File: src/rtl/mem_bus_master.sv
// CPU-side bus master: arbitrates fetch/data requests onto a single-port memory.
// Optional byte-lane stores (read-modify-write) are enabled with `define MEM_BUS_BYTE_LANE_EN.
module mem_bus_master #(
    parameter int MEM_AW    = 30,
    parameter bit ALIGN_CHK = 1'b1
) (
    input  logic              clk,
    input  logic              rst,
    input  logic              i_req,
    input  logic [31:0]       i_addr,
    output logic              i_ready,
    output logic [31:0]       i_instr,
    input  logic              d_req,
    input  logic              d_we,
    input  logic [31:0]       d_addr,
    input  logic [31:0]       d_wdata,
`ifdef MEM_BUS_BYTE_LANE_EN
    input  logic [3:0]        d_be,
`endif
    output logic              d_ready,
    output logic [31:0]       d_rdata,
    output logic              err,
    output logic [MEM_AW-1:0] mem_addr,
    output logic [31:0]       mem_wdata,
    output logic              mem_we,
    input  logic [31:0]       mem_rdata
);

`ifdef MEM_BUS_BYTE_LANE_EN
    typedef enum logic [2:0] {IDLE, RD, WR, REJ, RMW_RD, RMW_WR} state_t;
`else
    typedef enum logic [1:0] {IDLE, RD, WR, REJ} state_t;
`endif

    state_t      state, state_n;
    logic        last_fetch;
    logic        cur_fetch;
    logic        grant;
    logic        sel_fetch;
    logic        sel_store;
    logic        misalign;
    logic [31:0] sel_addr;
`ifdef MEM_BUS_BYTE_LANE_EN
    logic [3:0]  lat_be;
    logic [31:0] merged;
`endif

    always_ff @(posedge clk) begin
        if (rst) begin
            state <= IDLE;
        end else begin
            state <= state_n;
        end
    end

    // On a tie the requester that did not win last time is chosen.
    always_comb begin
        state_n   = state;
        grant     = 1'b0;
        sel_fetch = i_req && !(d_req && last_fetch);
        sel_addr  = sel_fetch ? i_addr : d_addr;
        sel_store = !sel_fetch && d_we;
        misalign  = ALIGN_CHK && (sel_addr[1:0] != 2'b00);
        case (state)
            IDLE: begin
                if (!i_ready && !d_ready && (i_req || d_req)) begin
                    grant = 1'b1;
                    if (misalign) begin
                        state_n = REJ;
                    end else if (sel_store) begin
`ifdef MEM_BUS_BYTE_LANE_EN
                        if (d_be == 4'h0) begin
                            state_n = REJ;
                        end else if (d_be != 4'hF) begin
                            state_n = RMW_RD;
                        end else begin
                            state_n = WR;
                        end
`else
                        state_n = WR;
`endif
                    end else begin
                        state_n = RD;
                    end
                end
            end
`ifdef MEM_BUS_BYTE_LANE_EN
            RMW_RD:  state_n = RMW_WR;
`endif
            default: state_n = IDLE;
        endcase
    end

`ifdef MEM_BUS_BYTE_LANE_EN
    // mem_wdata still holds the store data captured at grant; lanes not enabled keep old memory bytes.
    always_comb begin
        merged = mem_rdata;
        for (int unsigned b = 0; b < 4; b++) begin
            if (lat_be[b]) begin
                merged[8*b +: 8] = mem_wdata[8*b +: 8];
            end
        end
    end
`endif

    always_ff @(posedge clk) begin
        if (rst) begin
            i_ready    <= 1'b0;
            d_ready    <= 1'b0;
            err        <= 1'b0;
            mem_we     <= 1'b0;
            mem_addr   <= '0;
            mem_wdata  <= '0;
            i_instr    <= '0;
            d_rdata    <= '0;
            last_fetch <= 1'b1;
            cur_fetch  <= 1'b0;
`ifdef MEM_BUS_BYTE_LANE_EN
            lat_be     <= '0;
`endif
        end else begin
            i_ready <= 1'b0;
            d_ready <= 1'b0;
            err     <= 1'b0;
            mem_we  <= 1'b0;
            if (grant) begin
                last_fetch <= sel_fetch;
                cur_fetch  <= sel_fetch;
                if (state_n != REJ) begin
                    mem_addr <= sel_addr[MEM_AW+1:2];
                end
                if (sel_store) begin
                    mem_wdata <= d_wdata;
                end
                mem_we <= (state_n == WR);
`ifdef MEM_BUS_BYTE_LANE_EN
                lat_be <= d_be;
`endif
            end
            case (state)
                RD: begin
                    if (cur_fetch) begin
                        i_instr <= mem_rdata;
                        i_ready <= 1'b1;
                    end else begin
                        d_rdata <= mem_rdata;
                        d_ready <= 1'b1;
                    end
                end
                WR: d_ready <= 1'b1;
                REJ: begin
                    err <= 1'b1;
                    if (cur_fetch) begin
                        i_ready <= 1'b1;
                    end else begin
                        d_ready <= 1'b1;
                    end
                end
`ifdef MEM_BUS_BYTE_LANE_EN
                RMW_RD: begin
                    mem_wdata <= merged;
                    mem_we    <= 1'b1;
                end
                RMW_WR: d_ready <= 1'b1;
`endif
                default: ;
            endcase
        end
    end

endmodule

File: config.mk
export PLATFORM = sky130hd
export DESIGN_NAME = mem_bus_master
export DESIGN_NICKNAME = d
export VERILOG_FILES = /design/src/rtl/mem_bus_master.sv
export SDC_FILE = /design/constraint.sdc
export NUM_CORES = 1
export LEC_CHECK = 0
export CAP_MARGIN = 30
export CORE_UTILIZATION = 43
export DETAILED_ROUTE_END_ITERATION = 10
export HOLD_SLACK_MARGIN = 0.02
export PLACE_DENSITY = 0.86
export REMOVE_ABC_BUFFERS = 1
export SYNTH_ARGS = -nofsm -noshare
export SYNTH_HDL_FRONTEND = slang
export SYNTH_SLANG_ARGS = --single-unit
File: constraint.sdc
create_clock -name clk -period 2.42 [get_ports clk]
set_clock_uncertainty 0.05 [all_clocks]
set_input_delay 0.363 -clock clk [delete_from_list [all_inputs] [get_ports clk]]
set_output_delay 0.363 -clock clk [all_outputs]
set_load 0.005 [all_outputs]
==> results.cfg, run 1 <==
[global_routing]
grt_pass1_wl_mm = 27.17
grt_max_degree = 56
grt_pass1_vias = 5478
grt_overflow = 0
grtUsageTotal_pct = 27.60
antenna_found_initial = 0

[setup_path]
required_ns = 2.72
r2r_slack_ns = 0.58
critPathArrivalTime_ns = 2.14
cp_top_family = compound AO/OA/AOI/OAI gates
r2r_cells = 5
cp_slowest_stage_delay_ns = 0.48
end_kind = flip-flop
path_buf_inv = 1
path_class = flip-flop to flip-flop
crit_fanout = 30
rr_endpoint = mem_addr[3]
regToRegStartpoint = state[0]
timing.critical_path.slowest_stage_cell = nor4_4
cp-start-kind = flip-flop
path_cells = nor4_4 -> o21ai_2 -> a21oi_4 -> buf_4 -> o211a_1

[yosys]
synth_edf_count = 0
yosys.cell_types.count = 29
netlist_top_cells_area = dfxtp_1 (52%), nand2_1 (14%), a21oi_1 (9.5%), nor3_1 (5.9%), o211a_1 (5.8%)
yosys.area_share.adder_pct = 0
synthTopCellsByCount = nand2_1 (193), dfxtp_1 (134), a21oi_1 (98)
syn_inst = 631
synth_top_family_by_area = simple AND/OR/NAND/NOR gates
synth-simple-area-share_pct = 21.86
synth.most_common_cell = nand2_1
synth_mux_area_share_pct = 0.1934
yosysSeqAreaShare_pct = 51.84
ys_ff_latch = 134
yosysWarnings = 0
synth_compound_area_share_pct = 20.36
netlist.area_leader.share_pct = 51.84
syn_area_per_cell_um2 = 8.201
yosys.area.top_type = dfxtp_1
netlist_area_mm2 = 0.005175
synthFlopType = dfxtp_1
synth-xor-area-share_pct = 0
synthArstFlopShare_pct = 0

[final_layout]
diodes = 0
areaGrowthSynthToFinish_pct = 62.98
fillCellCount = 857
utilization_pct = 72.93
multi_input_area_mm2 = 0.002198
fin_area_mm2 = 0.008434
register_area_mm2 = 0.002683
drive_above_1_share_pct = 6.433
finalNetCount = 1006

[min_path]
worstHoldStart = rst
hold_path_depth = 2
hold_path_end = d_rdata[4]
hold_class = input port to flip-flop

[drt]
via_count = 5528
drt_pass1_iterations = 8
via_per_inst = 5.372
drt_wl_total_mm = 16.94
remaining_drc_errors = 19
wire_per_inst_um = 16.46
first_iter_violations = 556
postRouteAntennaNets = 0

[timing]
finalSetupViolCount = 0
setup_slack_ns = 0.5816
slew_viol_final = 0
period_minus_slack_ns = 1.838
fmax_mhz = 544.0
final.setup.tns_ns = 0
worstMarginPinSlew_ns = 0.5898
rsz0062_at_grt = false
fin_crit_sh_pct = 75.97
relSlewSlack_pct = 60.68
finalHoldViolCount = 0

[cts]
clkLatencyLatePin_ns = 0.41
post-cts-setup-buffers = 0
cts-root-buf = clkbuf_16
ctsHoldBuffers = 0
clock-sinks = 134
htreeDepth = 4
ctsResizeCount = 0
cts_tree = yes
cts_buffer_depth = 2
cts_buffers = 17
clk_pin_slew_ns = 0.06

[placed_design]
port_buffers = 262
post-dp-hpwl_mm = 11.91
place_worst_setup_slack_ns = 0.2027
placed_area_mm2 = 0.007811
place_congestion = 0.8077

[run_status]
status = complete, but fails checks
violations = DRC

[die]
initial_core_util_pct = 44.75
rows = 39
die_width_um = 111.7
die_y_um = 111.7
ios = 263
design.die.area_mm2 = 0.01248
coreArea_mm2 = 0.01156

[power]
power.total_mw = 6.207
max-vdd-ir-drop_v = 0.0005228
cellPowerDensity_mw_per_mm2 = 735.9
p_leak_nw = 3.273

[job]
drv_cap = 0
==> worst max path at each step <==
stage                     cells after the start       endpoint     start
after global routing                          4  mem_wdata[29]  state[0]
after global placement                        6   mem_addr[19]     d_req
after detailed placement                      6    mem_addr[0]     d_req
final                                         5    mem_addr[3]  state[0]
after floorplan                               4    mem_addr[0]     i_req
after CTS                                     5    mem_addr[3]  state[0]
==> sequential cells by signal, summed over array words and instances (netlist names) <==
register and count:
i_ready 1, cur_fetch 1, last_fetch 1, mem_addr 30, err 1, d_rdata 32
mem_we 1, mem_wdata 32, state 2, i_instr 32, d_ready 1
==> logic make-up after synthesis <==
kind of cell           after synthesis
AO/OA/AOI/OAI                      169
buffers and inverters               58
flip-flops                         134
multiplexers                         1
AND/OR/NAND/NOR                    269
==> layout make-up <==
| type | instances | area share, % |
|---|---|---|
| Clock inverter | 12 | 2.092 |
| Timing Repair Buffer | 278 | 32.49 |
| Inverter | 3 | 0.1335 |
| Tap cell | 143 | 2.121 |
| Multi-Input combinational cell | 439 | 26.06 |
| Clock buffer | 20 | 5.296 |
| Sequential cell | 134 | 31.81 |
==> power breakdown <==
| part | internal (mW) | leakage, nW | switching [mW] | total [mW] |
|---|---|---|---|---|
| Sequential | 2.36 | 1.09 | 0.0909 | 2.45 |
| Clock | 1.75 | 0.300 | 0.956 | 2.71 |
| Combinational | 0.580 | 1.88 | 0.470 | 1.05 |
==> metal layers <==
layer	track usage [%]	vias to the layer above	routed length, µm
met4	15.23	0	592
met5	0	-	0
met3	9.309	46	1634
li1	-	2621	-
met2	46.38	283	8303
met1	30.69	2578	6405
==> cells in the final DEF (no fill, tap or decap) <==
cell             count
buf_4               17
nor4b_1              1
nand3_1              2
a21oi_2              1
inv_1                3
clkbuf_16           17
a21bo_2              1
clkinv_4             2
o21a_1               1
or2_2                2
mux2i_1              1
o211a_1             30
clkinv_2             3
nor3_1              61
bufinv_16            4
o21ai_0             26
a311oi_1             1
dfxtp_1            134
inv_6                1
o2111ai_2            1
clkbuf_8             1
o21ai_2              1
nor4_4               1
a21oi_4              1
nand2_1            193
clkinvlp_4           2
o21ai_1              6
clkdlybuf4s50_1    261
a21boi_2             1
nor2_1               3
a21oi_1             98
o2111a_4             1
and3_1               5
clkbuf_1             2
nand2b_1             1
==> per-stage QoR <==
step	hold WS, ns	std cells
finish	0.2130	1029
global route	0.2123	1029
CTS	0.2048	1029
detailed placement	0.3974	997
global placement	0.3909	997
floorplan	0.3754	576
(Power assumes the default switching activity.)
==> run 2: changes to the inputs <==
- CORE_UTILIZATION: 43 -> 40
- PLACE_DENSITY: 0.86 -> 0.8
- clock period: 2.42 -> 1.91 ns (I/O delays scaled with it)
==> run 2 against run 1 <==
  * Worst hold slack lost 0.13 ns
  * Register-to-register slack lost 0.43 ns
  * Combinational power grew 30%
  * Sequential share of layout area shrank 0.52 points
  * Clock power grew 22%
  * The run now ends clean
  * Clock-buffer cell count grew 2
  * Largest cell class unchanged
  * Fmax grew 4.5%
  * Sequential cell count is the same
==> results.cfg, run 2 (same netlist as run 1, synthesis figures left out) <==
[run_status]
status = completed

[job]
drv_cap = 0

[final_layout]
finalNetCount = 1013
fin_area_mm2 = 0.008576
areaGrowthSynthToFinish_pct = 65.72
fillCellCount = 1049
layout_commonest_cell = clkdlybuf4s50_1
final_cell_mix = clkdlybuf4s50_1 (261), nand2_1 (193), dfxtp_1 (134), a21oi_1 (98), nor3_1 (61)
multi_input_area_mm2 = 0.002198
register_area_mm2 = 0.002683
drive_above_1_share_pct = 7.391
diodes = 0
largest_registers = d_rdata: 32 flops, i_instr: 32 flops, mem_wdata: 32 flops

[placed_design]
place_congestion = 0.7617
port_buffers = 262
post-dp-hpwl_mm = 11.00
placed_area_mm2 = 0.007963

[min_path]
hold_class = input port to flip-flop
hold_path_depth = 2
hold_path_end = d_ready
worstHoldStart = rst

[drt]
via_count = 5332
wire_per_inst_um = 15.19
postRouteAntennaNets = 0
via_per_inst = 5.007
drt_wl_total_mm = 16.18
drt_pass1_iterations = 4
remaining_drc_errors = 0
first_iter_violations = 408

[timing]
slew_viol_final = 0
fin_crit_sh_pct = 92.12
relSlewSlack_pct = 67.66
fmax_mhz = 568.3
period_minus_slack_ns = 1.760
finalHoldViolCount = 0
hold_ws_ns = 0.08796
worstMarginPinSlew_ns = 0.4815
finalSetupViolCount = 0
rsz0062_at_grt = false

[cts]
ctsHoldBuffers = 0
clkLatencyLatePin_ns = 0.41
cts_buffer_depth = 2
cts-root-buf = clkbuf_16
htreeDepth = 4
cts_tree = yes
post-cts-setup-buffers = 0
clock-sinks = 134
cts_buffers = 17
ctsResizeCount = 0
clk_pin_slew_ns = 0.06

[setup_path]
r2r_slack_ns = 0.15
critPathArrivalTime_ns = 2.04
end_kind = flip-flop
required_ns = 2.19
timing.critical_path.slowest_stage_cell = o2111a_4
regToRegStartpoint = i_ready
path_cells = nor4_4 -> o2111a_4 -> nand2_1 -> a21oi_1
r2r_cells = 4
cp-start-kind = flip-flop
crit_fanout = 32
path_class = flip-flop to flip-flop
rr_endpoint = mem_wdata[5]
cp_slowest_stage_delay_ns = 0.53

[die]
initial_core_util_pct = 41.01
coreArea_mm2 = 0.01262
ios = 263
design.die.area_mm2 = 0.01340
die_width_um = 115.7
rows = 41
die_y_um = 115.7

[power]
cellPowerDensity_mw_per_mm2 = 905.8
max-vdd-ir-drop_v = 0.0006290
comb_power_share_pct = 17.7
power_switching_mw = 1.909
swShare_pct = 24.57
clkPwrFrac_pct = 42.5
p_leak_nw = 3.321
power_frac_seq_pct = 39.8
p_int_mw = 5.859

[global_routing]
grt_pass1_wl_mm = 24.90
antenna_found_initial = 0
grt_max_degree = 69
grt_pass1_vias = 4967
grt_overflow = 0
grtUsageTotal_pct = 24.20
==> run 2: how the worst max path moves through the flow <==
stage	start	endpoint	slack, ns	cells after the start
after floorplan	i_req	mem_addr[0]	-0.66	4
after global placement	d_req	mem_addr[11]	0.04	7
after detailed placement	d_req	mem_addr[20]	-0.02	7
after CTS	i_ready	mem_wdata[5]	0.11	4
after global routing	i_ready	mem_wdata[14]	0.01	4
final	i_ready	mem_wdata[5]	0.15	4
==> run 2: power by group through the flow <==
stage	clock, mW	combinational (mW)	sequential [mW]
3_5_place_dp	0	1.37	3.15
2_1_floorplan	0	0.441	3.16
5_1_grt	3.51	1.49	3.11
4_1_cts	3.36	1.39	3.09
6_report	3.30	1.37	3.09
3_3_place_gp	0	1.37	3.14
==> run 2: cell type report <==
| class | instances | area share, % |
|---|---|---|
| Inverter | 3 | 0.1313 |
| Timing Repair Buffer | 285 | 33.29 |
| Clock buffer | 22 | 5.763 |
| Tap cell | 172 | 2.509 |
| Clock inverter | 10 | 1.386 |
| Multi-Input combinational cell | 439 | 25.63 |
| Sequential cell | 134 | 31.28 |
==> run 2: worst max-delay path, delay by kind of cell, from the launching register on <==
kind,cells,cell delay [ns]
simple gates,2,0.60
compound gates,2,0.68
flops,1,0.34
==> run 2: stage by stage <==
step / utilization [%] / power [mW] / setup slack [ns] / cells / TNS, ns
finish: 67.96 / 7.768 / 0.1504 / 1065 / 0
global route: 67.96 / 8.116 / 0.01488 / 1065 / 0
CTS: 67.96 / 7.840 / 0.1100 / 1065 / 0
detailed placement: 63.10 / 4.521 / -0.02188 / 1033 / -0.1833
global placement: 63.10 / 4.506 / 0.04017 / 1033 / 0
floorplan: - / 3.599 / -0.6584 / 576 / -19.95
==> run 2: metal layers <==
layer	global-route usage (%)	vias to the layer above	share of wire, %
li1	-	2640	-
met4	12.39	0	3.0
met1	26.33	2426	39
met2	40.92	228	48
met3	9.519	38	10
met5	0	-	0
==> run 3: changes to the inputs <==
- GPL_TIMING_DRIVEN: not set -> 0
- REMOVE_ABC_BUFFERS: 1 -> not set
==> run 3 against run 2 <==
  * First-iteration DRC count decreased by 13%
  * Setup slack got worse by 0.045 ns
  * Via count increased by 2.9%
  * Sequential power about the same
  * Clock power decreased by 3%
  * Combinational power increased by 4%
  * Clock-buffer cell count decreased by 4
  * Global-route usage increased by 0.80 points
  * Non-clock buffer count increased by 36
  * Cell count increased by 3.4%
  * Critical path type is now input port to flip-flop
  * Critical endpoint is now mem_addr[5]
  * Largest power group unchanged
  * Highest routed layer unchanged
==> results.cfg, run 3 (same netlist as run 1, synthesis figures left out) <==
[die]
rows = 41
coreArea_mm2 = 0.01262
initial_core_util_pct = 41.01
design.die.area_mm2 = 0.01340
die_width_um = 115.7
die_y_um = 115.7
ios = 263

[power]
max-vdd-ir-drop_v = 0.0005307
power_switching_mw = 1.976
power_frac_seq_pct = 39.9
power.total_mw = 7.726
p_int_mw = 5.750
clkPwrFrac_pct = 41.6
swShare_pct = 25.58
comb_power_share_pct = 18.5
cellPowerDensity_mw_per_mm2 = 895.1
p_leak_nw = 3.332

[placed_design]
port_buffers = 262
post-dp-hpwl_mm = 12.39
place_congestion = 0.7922

[setup_path]
path_class = input port to flip-flop
path_cells = clkdlybuf4s50_1 -> a21boi_1 -> buf_2 -> nor3_1 -> o21ai_0 -> o211a_1
crit_fanout = 10
end_kind = flip-flop
path_depth = 6
cp-start-kind = input port
cp_top_family = buffers and inverters
path_buf_inv = 2
timing.critical_path.slowest_stage_cell = clkdlybuf4s50_1
cp_slowest_stage_delay_ns = 0.63
required_ns = 2.22
r2r_cells = 8
critPathArrivalTime_ns = 2.12

[drt]
via_per_inst = 4.985
postRouteAntennaNets = 0
remaining_drc_errors = 0
drt_pass1_iterations = 4
wire_per_inst_um = 15.18
first_iter_violations = 353
drt_wl_total_mm = 16.71
via_count = 5489

[global_routing]
grtUsageTotal_pct = 25.00
grt_overflow = 0
grt_pass1_wl_mm = 25.67
grt_max_degree = 17
antenna_found_initial = 0
grt_pass1_vias = 5175

[timing]
relSlewSlack_pct = 60.09
worstMarginPinSlew_ns = 0.5987
slew_viol_final = 0
finalHoldViolCount = 0
rsz0062_at_grt = false
period_minus_slack_ns = 1.804
hold_ws_ns = 0.3639
finalSetupViolCount = 0
fin_crit_sh_pct = 94.46
fmax_mhz = 554.2

[yosys]
syn_nets = 764

[final_layout]
drive_above_1_share_pct = 6.997
layout_commonest_cell = clkdlybuf4s50_1
largest_registers = d_rdata: 32 flops, i_instr: 32 flops, mem_wdata: 32 flops
finalNetCount = 1049
diodes = 0
areaGrowthSynthToFinish_pct = 66.80
final_cell_mix = clkdlybuf4s50_1 (262), nand2_1 (193), dfxtp_1 (134), a21oi_1 (98), nor3_1 (61)

[cts]
cts_buffer_depth = 2
clock-sinks = 134
htreeDepth = 4
ctsResizeCount = 0
clkLatencyLatePin_ns = 0.42
cts_tree = yes
cts_buffers = 17
clk_pin_slew_ns = 0.06
cts-root-buf = clkbuf_16

[job]
drv_cap = 0

[min_path]
hold_class = input port to flip-flop
hold_path_depth = 3

[run_status]
status = completed
[run 3: worst reg2reg max path, stage by stage, from the launching register on]
cell,delay (ns)
dfxtp_1,0.30
buf_6,0.13
nor4_4,0.23
buf_4,0.18
buf_4,0.12
o2111a_4,0.27
buf_8,0.14
nand2_1,0.08
a21oi_1,0.16
[run 3: power by group through the flow]
stage / Sequential (mW) / Combinational (mW) / Clock [mW]
after floorplan: 3.15 / 0.561 / 0
after global placement: 3.14 / 1.38 / 0
after detailed placement: 3.14 / 1.40 / 0
after CTS: 3.08 / 1.41 / 3.27
after global routing: 3.11 / 1.56 / 3.40
final: 3.08 / 1.43 / 3.21
[run 3: layer usage]
layer  part of all wire (%)  track usage (%)  routed length [µm]
met4                    2.9            10.85                 478
met3                    8.2            8.944                1377
met2                     49            42.20                8172
met1                     40            28.57                6679
met5                      0                0                   0
[run 3: layout make-up]
type	instances	area (µm²)
flip-flops and latches	134	2683
clock buffers	18	439.2
inverters	3	11.26
well taps	172	215.2
clock inverters	14	150.1
fillers	1116	3988
multi-input cells	439	2195
repair buffers	266	2653
plain buffers	55	286.5
[run 3: repair_timing]
action | 4_1_cts | 5_1_grt
setup endpoints to repair | 0 | 54
hold buffers | 0 | 0
setup buffers | 0 | 4
[run 3: through the flow]
step | utilization, % | std cells | worst slack (ns) | instance area, µm² | TNS, ns
6_report | 68.40 | 1101 | 0.1057 | 8632 | 0
5_1_grt | 68.40 | 1101 | 0.01599 | 8632 | 0
4_1_cts | 68.16 | 1097 | 0.01932 | 8602 | 0
3_5_place_dp | 63.49 | 1065 | -0.2748 | 8013 | -16.56
3_3_place_gp | 63.49 | 1065 | -0.2508 | 8013 | -14.31
2_1_floorplan | - | 631 | 0.3611 | 5175 | 0
[run 3: path summary, 6_finish.rpt]
check,from,end,slack (ns)
setup reg to reg,state[0],mem_wdata[18],0.17
hold reg to reg,d_rdata[30],d_rdata[30],0.40
setup / recovery,i_req,mem_addr[5],0.11
hold / removal,d_wdata[8],mem_wdata[8],0.36
